--- config.mk ---
export PLATFORM = sky130hd
export DESIGN_NAME = uart_param
export DESIGN_NICKNAME = d
export VERILOG_FILES = /design/src/rtl/uart_param.sv
export SDC_FILE = /design/constraint.sdc
export NUM_CORES = 1
export LEC_CHECK = 0
export ABC_AREA = 1
export CORE_ASPECT_RATIO = 0.5
export CORE_MARGIN = 2
export CORE_UTILIZATION = 55
export CTS_BUF_LIST = sky130_fd_sc_hd__clkbuf_8 sky130_fd_sc_hd__clkbuf_16
export CTS_CLUSTER_DIAMETER = 80
export DETAILED_ROUTE_END_ITERATION = 10
export GPL_TIMING_DRIVEN = 0
export PLACE_DENSITY = 0.88
export SLEW_MARGIN = 15
export SYNTH_ARGS = -nofsm -noshare
export SYNTH_HDL_FRONTEND = slang
export SYNTH_SLANG_ARGS = --single-unit
--- constraint.sdc ---
create_clock -name clk -period 1.6 [get_ports clk]
set_input_delay 0.4 -clock clk [delete_from_list [all_inputs] [get_ports clk]]
set_output_delay 0.4 -clock clk [all_outputs]
set_load 0.005 [all_outputs]
--- src/rtl/uart_param.sv ---
// uart_param: parametrised full-duplex UART.
// The transmitter serialises one frame per accepted request. The receiver
// synchronises the line, rejects false starts and reports good frames,
// parity errors and framing errors as one-cycle pulses.
module uart_param #(
    parameter int DATA_WIDTH     = 8,
    parameter int CLOCKS_PER_BIT = 8,
    parameter int PARITY_MODE    = 0,
    parameter int STOP_BITS      = 1
) (
    input  logic                  clk,
    input  logic                  reset,
    input  logic                  enable,
    input  logic [DATA_WIDTH-1:0] i_data,
    output logic                  o_busy,
    output logic                  serial_out,
    input  logic                  serial_in,
    output logic [DATA_WIDTH-1:0] received_data,
    output logic                  data_is_valid,
    output logic                  rx_error,
    output logic                  framing_error,
    output logic [2:0]            dbg_tx_state_o,
    output logic [2:0]            dbg_rx_state_o
);

    localparam int CW = $clog2(CLOCKS_PER_BIT + 1);
    localparam int IW = $clog2(DATA_WIDTH);

    localparam logic [CW-1:0] CNT_FULL = CW'(CLOCKS_PER_BIT);
    localparam logic [CW-1:0] CNT_HALF = CW'(CLOCKS_PER_BIT / 2);
    localparam logic [CW-1:0] CNT_LAST = CW'(CLOCKS_PER_BIT - 1);
    localparam logic [CW-1:0] CNT_ONE  = CW'(1);
    localparam logic [IW-1:0] IDX_LAST = IW'(DATA_WIDTH - 1);

    localparam logic PAR_EN    = (PARITY_MODE != 0);
    localparam logic PAR_ODD   = (PARITY_MODE == 2);
    localparam logic STOP_LAST = (STOP_BITS == 2);

    typedef enum logic [2:0] {
        TX_IDLE, TX_START, TX_DATA, TX_PARITY, TX_STOP
    } tx_state_e;

    typedef enum logic [2:0] {
        RX_IDLE, RX_START, RX_DATA, RX_PARITY, RX_STOP, RX_DONE
    } rx_state_e;

    // ------------------------------------------------------------------
    // Transmitter
    // Handshake: a request is taken in any cycle where enable=1 and
    // o_busy=0; i_data is captured in that cycle. enable while o_busy=1 is
    // dropped, not queued.
    // ------------------------------------------------------------------
    tx_state_e             tx_state_q, tx_state_d;
    logic [CW-1:0]         tx_cnt_q, tx_cnt_d;
    logic [IW-1:0]         tx_idx_q, tx_idx_d;
    logic                  tx_stop_q, tx_stop_d;
    logic [DATA_WIDTH-1:0] tx_shift_q, tx_shift_d;
    logic                  tx_par_q, tx_par_d;
    logic                  serial_out_q, serial_out_d;
    logic                  busy_q, busy_d;
    logic                  tx_cnt_last;

    assign tx_cnt_last = (tx_cnt_q == CNT_LAST);

    // TX next state: each bit is held for CLOCKS_PER_BIT cycles; the line
    // value for the next bit is registered at the boundary.
    always_comb begin
        tx_state_d   = tx_state_q;
        tx_cnt_d     = tx_cnt_q;
        tx_idx_d     = tx_idx_q;
        tx_stop_d    = tx_stop_q;
        tx_shift_d   = tx_shift_q;
        tx_par_d     = tx_par_q;
        serial_out_d = serial_out_q;
        busy_d       = busy_q;
        case (tx_state_q)
            TX_IDLE: begin
                if (enable) begin
                    tx_state_d   = TX_START;
                    tx_cnt_d     = '0;
                    tx_shift_d   = i_data;
                    tx_par_d     = (^i_data) ^ PAR_ODD;
                    serial_out_d = 1'b0;
                    busy_d       = 1'b1;
                end
            end
            TX_START: begin
                if (tx_cnt_last) begin
                    tx_state_d   = TX_DATA;
                    tx_cnt_d     = '0;
                    tx_idx_d     = '0;
                    serial_out_d = tx_shift_q[0];
                end else begin
                    tx_cnt_d = tx_cnt_q + 1'b1;
                end
            end
            TX_DATA: begin
                if (tx_cnt_last) begin
                    tx_cnt_d = '0;
                    if (tx_idx_q == IDX_LAST) begin
                        tx_stop_d = 1'b0;
                        if (PAR_EN) begin
                            tx_state_d   = TX_PARITY;
                            serial_out_d = tx_par_q;
                        end else begin
                            tx_state_d   = TX_STOP;
                            serial_out_d = 1'b1;
                        end
                    end else begin
                        tx_idx_d     = tx_idx_q + 1'b1;
                        tx_shift_d   = tx_shift_q >> 1;
                        serial_out_d = tx_shift_q[1];
                    end
                end else begin
                    tx_cnt_d = tx_cnt_q + 1'b1;
                end
            end
            TX_PARITY: begin
                if (tx_cnt_last) begin
                    tx_state_d   = TX_STOP;
                    tx_cnt_d     = '0;
                    tx_stop_d    = 1'b0;
                    serial_out_d = 1'b1;
                end else begin
                    tx_cnt_d = tx_cnt_q + 1'b1;
                end
            end
            TX_STOP: begin
                if (tx_cnt_last) begin
                    tx_cnt_d = '0;
                    if (tx_stop_q == STOP_LAST) begin
                        tx_state_d = TX_IDLE;
                        busy_d     = 1'b0;
                    end else begin
                        tx_stop_d = 1'b1;
                    end
                end else begin
                    tx_cnt_d = tx_cnt_q + 1'b1;
                end
            end
            default: begin
                tx_state_d   = TX_IDLE;
                serial_out_d = 1'b1;
                busy_d       = 1'b0;
            end
        endcase
    end

    // TX state register; reset parks the line high and drops busy at once.
    always_ff @(posedge clk or negedge reset) begin
        if (!reset) begin
            tx_state_q   <= TX_IDLE;
            tx_cnt_q     <= '0;
            tx_idx_q     <= '0;
            tx_stop_q    <= 1'b0;
            tx_shift_q   <= '0;
            tx_par_q     <= 1'b0;
            serial_out_q <= 1'b1;
            busy_q       <= 1'b0;
        end else begin
            tx_state_q   <= tx_state_d;
            tx_cnt_q     <= tx_cnt_d;
            tx_idx_q     <= tx_idx_d;
            tx_stop_q    <= tx_stop_d;
            tx_shift_q   <= tx_shift_d;
            tx_par_q     <= tx_par_d;
            serial_out_q <= serial_out_d;
            busy_q       <= busy_d;
        end
    end

    assign serial_out     = serial_out_q;
    assign o_busy         = busy_q;
    assign dbg_tx_state_o = tx_state_q;

    // ------------------------------------------------------------------
    // Receiver
    // ------------------------------------------------------------------
    logic                  rx_meta_q, rx_s_q;
    rx_state_e             rx_state_q, rx_state_d;
    logic [CW-1:0]         rx_cnt_q, rx_cnt_d;
    logic [IW-1:0]         rx_idx_q, rx_idx_d;
    logic                  rx_stop_q, rx_stop_d;
    logic [DATA_WIDTH-1:0] rx_shift_q, rx_shift_d;
    logic                  rx_perr_q, rx_perr_d;
    logic                  rx_ferr_q, rx_ferr_d;
    logic [DATA_WIDTH-1:0] rdata_q, rdata_d;
    logic                  valid_q, valid_d;
    logic                  perr_out_q, perr_out_d;
    logic                  ferr_out_q, ferr_out_d;
    logic                  rx_sample;
    logic                  ferr_now;

    // Two-flop synchroniser; both flops reset high so reset never looks
    // like a start bit.
    always_ff @(posedge clk or negedge reset) begin
        if (!reset) begin
            rx_meta_q <= 1'b1;
            rx_s_q    <= 1'b1;
        end else begin
            rx_meta_q <= serial_in;
            rx_s_q    <= rx_meta_q;
        end
    end

    // The counter is loaded with C/2 at the falling edge and with C after
    // every sample; a bit is sampled when it reaches one, which puts the
    // start sample C/2 cycles after the edge and every later sample exactly
    // C cycles after the previous one.
    assign rx_sample = (rx_cnt_q == CNT_ONE);
    assign ferr_now  = rx_ferr_q | ~rx_s_q;

    // RX next state. Result pulses are computed at the last stop sample so
    // they are registered and visible during the DONE cycle.
    always_comb begin
        rx_state_d = rx_state_q;
        rx_cnt_d   = rx_cnt_q;
        rx_idx_d   = rx_idx_q;
        rx_stop_d  = rx_stop_q;
        rx_shift_d = rx_shift_q;
        rx_perr_d  = rx_perr_q;
        rx_ferr_d  = rx_ferr_q;
        rdata_d    = rdata_q;
        valid_d    = 1'b0;
        perr_out_d = 1'b0;
        ferr_out_d = 1'b0;
        case (rx_state_q)
            RX_IDLE: begin
                if (!rx_s_q) begin
                    rx_state_d = RX_START;
                    rx_cnt_d   = CNT_HALF;
                    rx_perr_d  = 1'b0;
                    rx_ferr_d  = 1'b0;
                end
            end
            RX_START: begin
                if (rx_sample) begin
                    if (rx_s_q) begin
                        rx_state_d = RX_IDLE;  // false start
                    end else begin
                        rx_state_d = RX_DATA;
                        rx_cnt_d   = CNT_FULL;
                        rx_idx_d   = '0;
                    end
                end else begin
                    rx_cnt_d = rx_cnt_q - 1'b1;
                end
            end
            RX_DATA: begin
                if (rx_sample) begin
                    rx_cnt_d   = CNT_FULL;
                    rx_shift_d = {rx_s_q, rx_shift_q[DATA_WIDTH-1:1]};
                    if (rx_idx_q == IDX_LAST) begin
                        rx_stop_d  = 1'b0;
                        rx_state_d = PAR_EN ? RX_PARITY : RX_STOP;
                    end else begin
                        rx_idx_d = rx_idx_q + 1'b1;
                    end
                end else begin
                    rx_cnt_d = rx_cnt_q - 1'b1;
                end
            end
            RX_PARITY: begin
                if (rx_sample) begin
                    rx_cnt_d   = CNT_FULL;
                    rx_stop_d  = 1'b0;
                    rx_perr_d  = rx_s_q ^ (^rx_shift_q) ^ PAR_ODD;
                    rx_state_d = RX_STOP;
                end else begin
                    rx_cnt_d = rx_cnt_q - 1'b1;
                end
            end
            RX_STOP: begin
                if (rx_sample) begin
                    rx_cnt_d  = CNT_FULL;
                    rx_ferr_d = ferr_now;
                    if (rx_stop_q == STOP_LAST) begin
                        rx_state_d = RX_DONE;
                        rdata_d    = rx_shift_q;
                        ferr_out_d = ferr_now;
                        perr_out_d = ~ferr_now & rx_perr_q;
                        valid_d    = ~ferr_now & ~rx_perr_q;
                    end else begin
                        rx_stop_d = 1'b1;
                    end
                end else begin
                    rx_cnt_d = rx_cnt_q - 1'b1;
                end
            end
            RX_DONE: begin
                // After a framing error hold here until the line is high,
                // so a long break reports only once.
                if (!(rx_ferr_q && !rx_s_q)) begin
                    rx_state_d = RX_IDLE;
                end
            end
            default: begin
                rx_state_d = RX_IDLE;
            end
        endcase
    end

    // RX state register; reset aborts any frame without a pulse.
    always_ff @(posedge clk or negedge reset) begin
        if (!reset) begin
            rx_state_q <= RX_IDLE;
            rx_cnt_q   <= '0;
            rx_idx_q   <= '0;
            rx_stop_q  <= 1'b0;
            rx_shift_q <= '0;
            rx_perr_q  <= 1'b0;
            rx_ferr_q  <= 1'b0;
            rdata_q    <= '0;
            valid_q    <= 1'b0;
            perr_out_q <= 1'b0;
            ferr_out_q <= 1'b0;
        end else begin
            rx_state_q <= rx_state_d;
            rx_cnt_q   <= rx_cnt_d;
            rx_idx_q   <= rx_idx_d;
            rx_stop_q  <= rx_stop_d;
            rx_shift_q <= rx_shift_d;
            rx_perr_q  <= rx_perr_d;
            rx_ferr_q  <= rx_ferr_d;
            rdata_q    <= rdata_d;
            valid_q    <= valid_d;
            perr_out_q <= perr_out_d;
            ferr_out_q <= ferr_out_d;
        end
    end

    assign received_data  = rdata_q;
    assign data_is_valid  = valid_q;
    assign rx_error       = perr_out_q;
    assign framing_error  = ferr_out_q;
    assign dbg_rx_state_o = rx_state_q;

endmodule
==> flow_summary.ini <==
[clocking]
clk_transition_reported_paths_ns = 0.11
cts_made_buffers = 5
h-tree-depth = 2
tritoncts = yes
hold_buffers = 0
clock_latency_ns = 0.32
cts.sinks = 53
clk_path_buf_depth = 2
clockRootBuffer = clkbuf_8

[worst_setup_path]
cp.required_ns = 1.82
path_cells = inv_2 > nand2_2 > nor2_4 > inv_2 > buf_4 > o21ai_0 > nand2_1 > o21ai_0
crit_path_start_kind = register
critPathCaptureType = register
slowest_delay_ns = 0.45
cp_max_fo = 10
cp_slowest_cell = dfrtp_2
worstPathArrival_ns = 1.85
crit_family = flip-flops
critPathKind = reg2reg
worst-path-buf-inv = 3

[synthesis]
synth-compound-area-share = 0.106
syn-num-nets = 354
synth_top_family_by_area = simple AND/OR/NAND/NOR gates
syn_inst = 335
synthMuxAreaShare = 0
ys_warn_count = 0
ys_seq_area_frac = 0.503
synth.avg_cell_area_um2 = 7.89
netlist_area_um2 = 2640
synth_cell_types = 25
synth-adder-area-share = 0.0331
yosys.area_share.xor_xnor = 0.00994
ys_seq_elements = 53
synthSimpleGateAreaFrac = 0.265

[pwr]
combPwrFrac = 0.490
p_int_w = 0.00336
p_switching_w = 0.00233
clkPwrFrac = 0.173
seq_power_share = 0.337
peakVddDrop_mv = 0.958
powerDensity_nw_per_um2 = 1650
finalPower_w = 0.00569
switching_share = 0.410
power.leakage_nw = 1.86

[layout]
antennaDiodeCount = 0
drive_gt1_frac = 0.198
final_cell_mix = nand2_1, dfrtp_1, inv_1, o21ai_0, buf_4
layout-area-overhead-vs-synth_pct = 30.6
fin_nets = 416
final_util = 0.766
final_common_cell = nand2_1

[floorplanning]
die-area_um2 = 5410
fp.dieH_um = 53.0
fp.coreArea_um2 = 4510
rows = 17
start_util = 0.586
die_x_um = 102
io_pins = 31

[timing]
hold_violations = 0
clock_skew_ns = 0.0140
post-route-min-period_ns = 1.63
fmax_mhz = 615
period_share = 1.02
rsz0062_at_grt = yes
worst_pin_slew_ns = 0.725
setup_viol = 1
worst_slack_ns = -0.0270
finalMaxSlewViolations = 0
max_slew_margin = 0.517

[grt]
grt_max_degree = 31
gr-total-overflow = 0
grt_pass1_wl_mm = 10.1
grtUsageTotal = 0.246
grt_pass1_vias = 2373
antenna_found_initial = 0

[routing]
wl_per_cell_um = 14.5
via_per_inst = 5.38
drtAntennaViolNets = 0
drc = 0
wl_mm = 6.74
drt_pass1_iterations = 4
via_count = 2498
drt-initial-drc-count = 138

[outcome]
failed_checks = setup timing
outcome = complete, but fails checks

[flow_run]
maxCapViolCount = 0

[place]
dp_slack_ns = -0.109
place_hpwl_mm = 4.15
place_congestion = 0.891
port_buffers = 30

[hold_path]
min_path_type = in2async
## registers in the layout (all words and copies together), names as in the netlist
signal	cells
tx_cnt_q	4
rx_meta_q	1
rx_error	1
rx_perr_q	1
rx_shift_q	8
dbg_tx_state_o	3
serial_out	1
tx_shift_q	8
framing_error	1
data_is_valid	1
rx_cnt_q	4
rx_s_q	1
o_busy	1
rx_ferr_q	1
rx_idx_q	3
dbg_rx_state_o	3
received_data	8
tx_idx_q	3
## stage by stage
stage          hold slack (ns)  area (um2)  setup TNS (ns)  cells
4_1_cts                  0.146        3240               0    448
2_1_floorplan            0.104        2640               0    335
3_3_place_gp             0.348        3030          -68.61    431
6_report                 0.119        3450         -0.0270    464
3_5_place_dp             0.352        3050           -1.05    432
5_1_grt                  0.161        3450          -0.409    464
## final timing paths
| check | slack, ns | depth (start not counted) | startpoint | end |
|---|---|---|---|---|
| max in group asynchronous | 0.90 | 2 | reset | rx_shift_q[7]$_DFFE_PN0P_ |
| min reg2reg | 0.36 | 0 | rx_meta_q$_DFF_PN1_ | rx_s_q$_DFF_PN1_ |
| min in group clk | 0.36 | 0 | rx_meta_q$_DFF_PN1_ | rx_s_q$_DFF_PN1_ |
| max | -0.03 | 8 | dbg_tx_state_o[2]$_DFFE_PN0P_ | tx_shift_q[5]$_DFFE_PN0P_ |
| max reg2reg | -0.03 | 8 | dbg_tx_state_o[2]$_DFFE_PN0P_ | tx_shift_q[5]$_DFFE_PN0P_ |
| min | 0.12 | 1 | reset | o_busy$_DFFE_PN0P_ |
## power by group through the flow
stage	combinational [W]	sequential [W]	clock (W)
floorplan	0.00147	0.00192	0
global placement	0.00193	0.00195	0
detailed placement	0.00207	0.00196	0
CTS	0.00226	0.00190	0.000963
global route	0.00307	0.00194	0.00103
finish	0.00278	0.00192	0.000982
## cell families (layout without fill, tap and decap cells)
group	after synthesis	in the layout
flops	53	53
xor+xnor	3	3
buf+inv	52	115
simple gates	166	166
compound gates	54	54
fa+ha+maj	7	7
## synthesized netlist by cell type (all sizes together)
master | number | area (um2)
o22ai | 1 | 6.26
a21oi | 8 | 43.8
nor2 | 27 | 126
o21a | 1 | 7.51
nand2 | 116 | 443
nand3 | 15 | 85.1
xnor2 | 1 | 8.76
xor2 | 2 | 17.5
buf | 4 | 38.8
o21ai | 43 | 215
nand4 | 4 | 25.0
a22o | 1 | 8.76
inv | 48 | 180
dfrtp | 50 | 1250
ha | 7 | 87.6
dfstp | 3 | 78.8
nor3 | 4 | 20.0
## area by class of cell
type | count | area (um2)
sequential | 53 | 1340
tap | 66 | 82.6
multi-input combinational | 230 | 1170
buffer | 4 | 41.3
inverter | 48 | 183
clock buffer | 6 | 82.6
timing repair buffer | 55 | 518
clock inverter | 2 | 37.5
fill | 305 | 1060
## routing by layer
metal	track usage	part of all wire	wire length, um
met5	0	0	0
met4	0.0867	0.027	180
met3	0.0661	0.042	285
met2	0.453	0.50	3360
met1	0.281	0.43	2920
## timing repair
item / in CTS / in global routing
cloned: 0 / 1
resized for setup: 15 / 40
pin swaps: 0 / 6
buffers inserted: 8 / 15
setup endpoints to repair: 26 / 48
No activity file was read; power rests on OpenSTA's default activity.
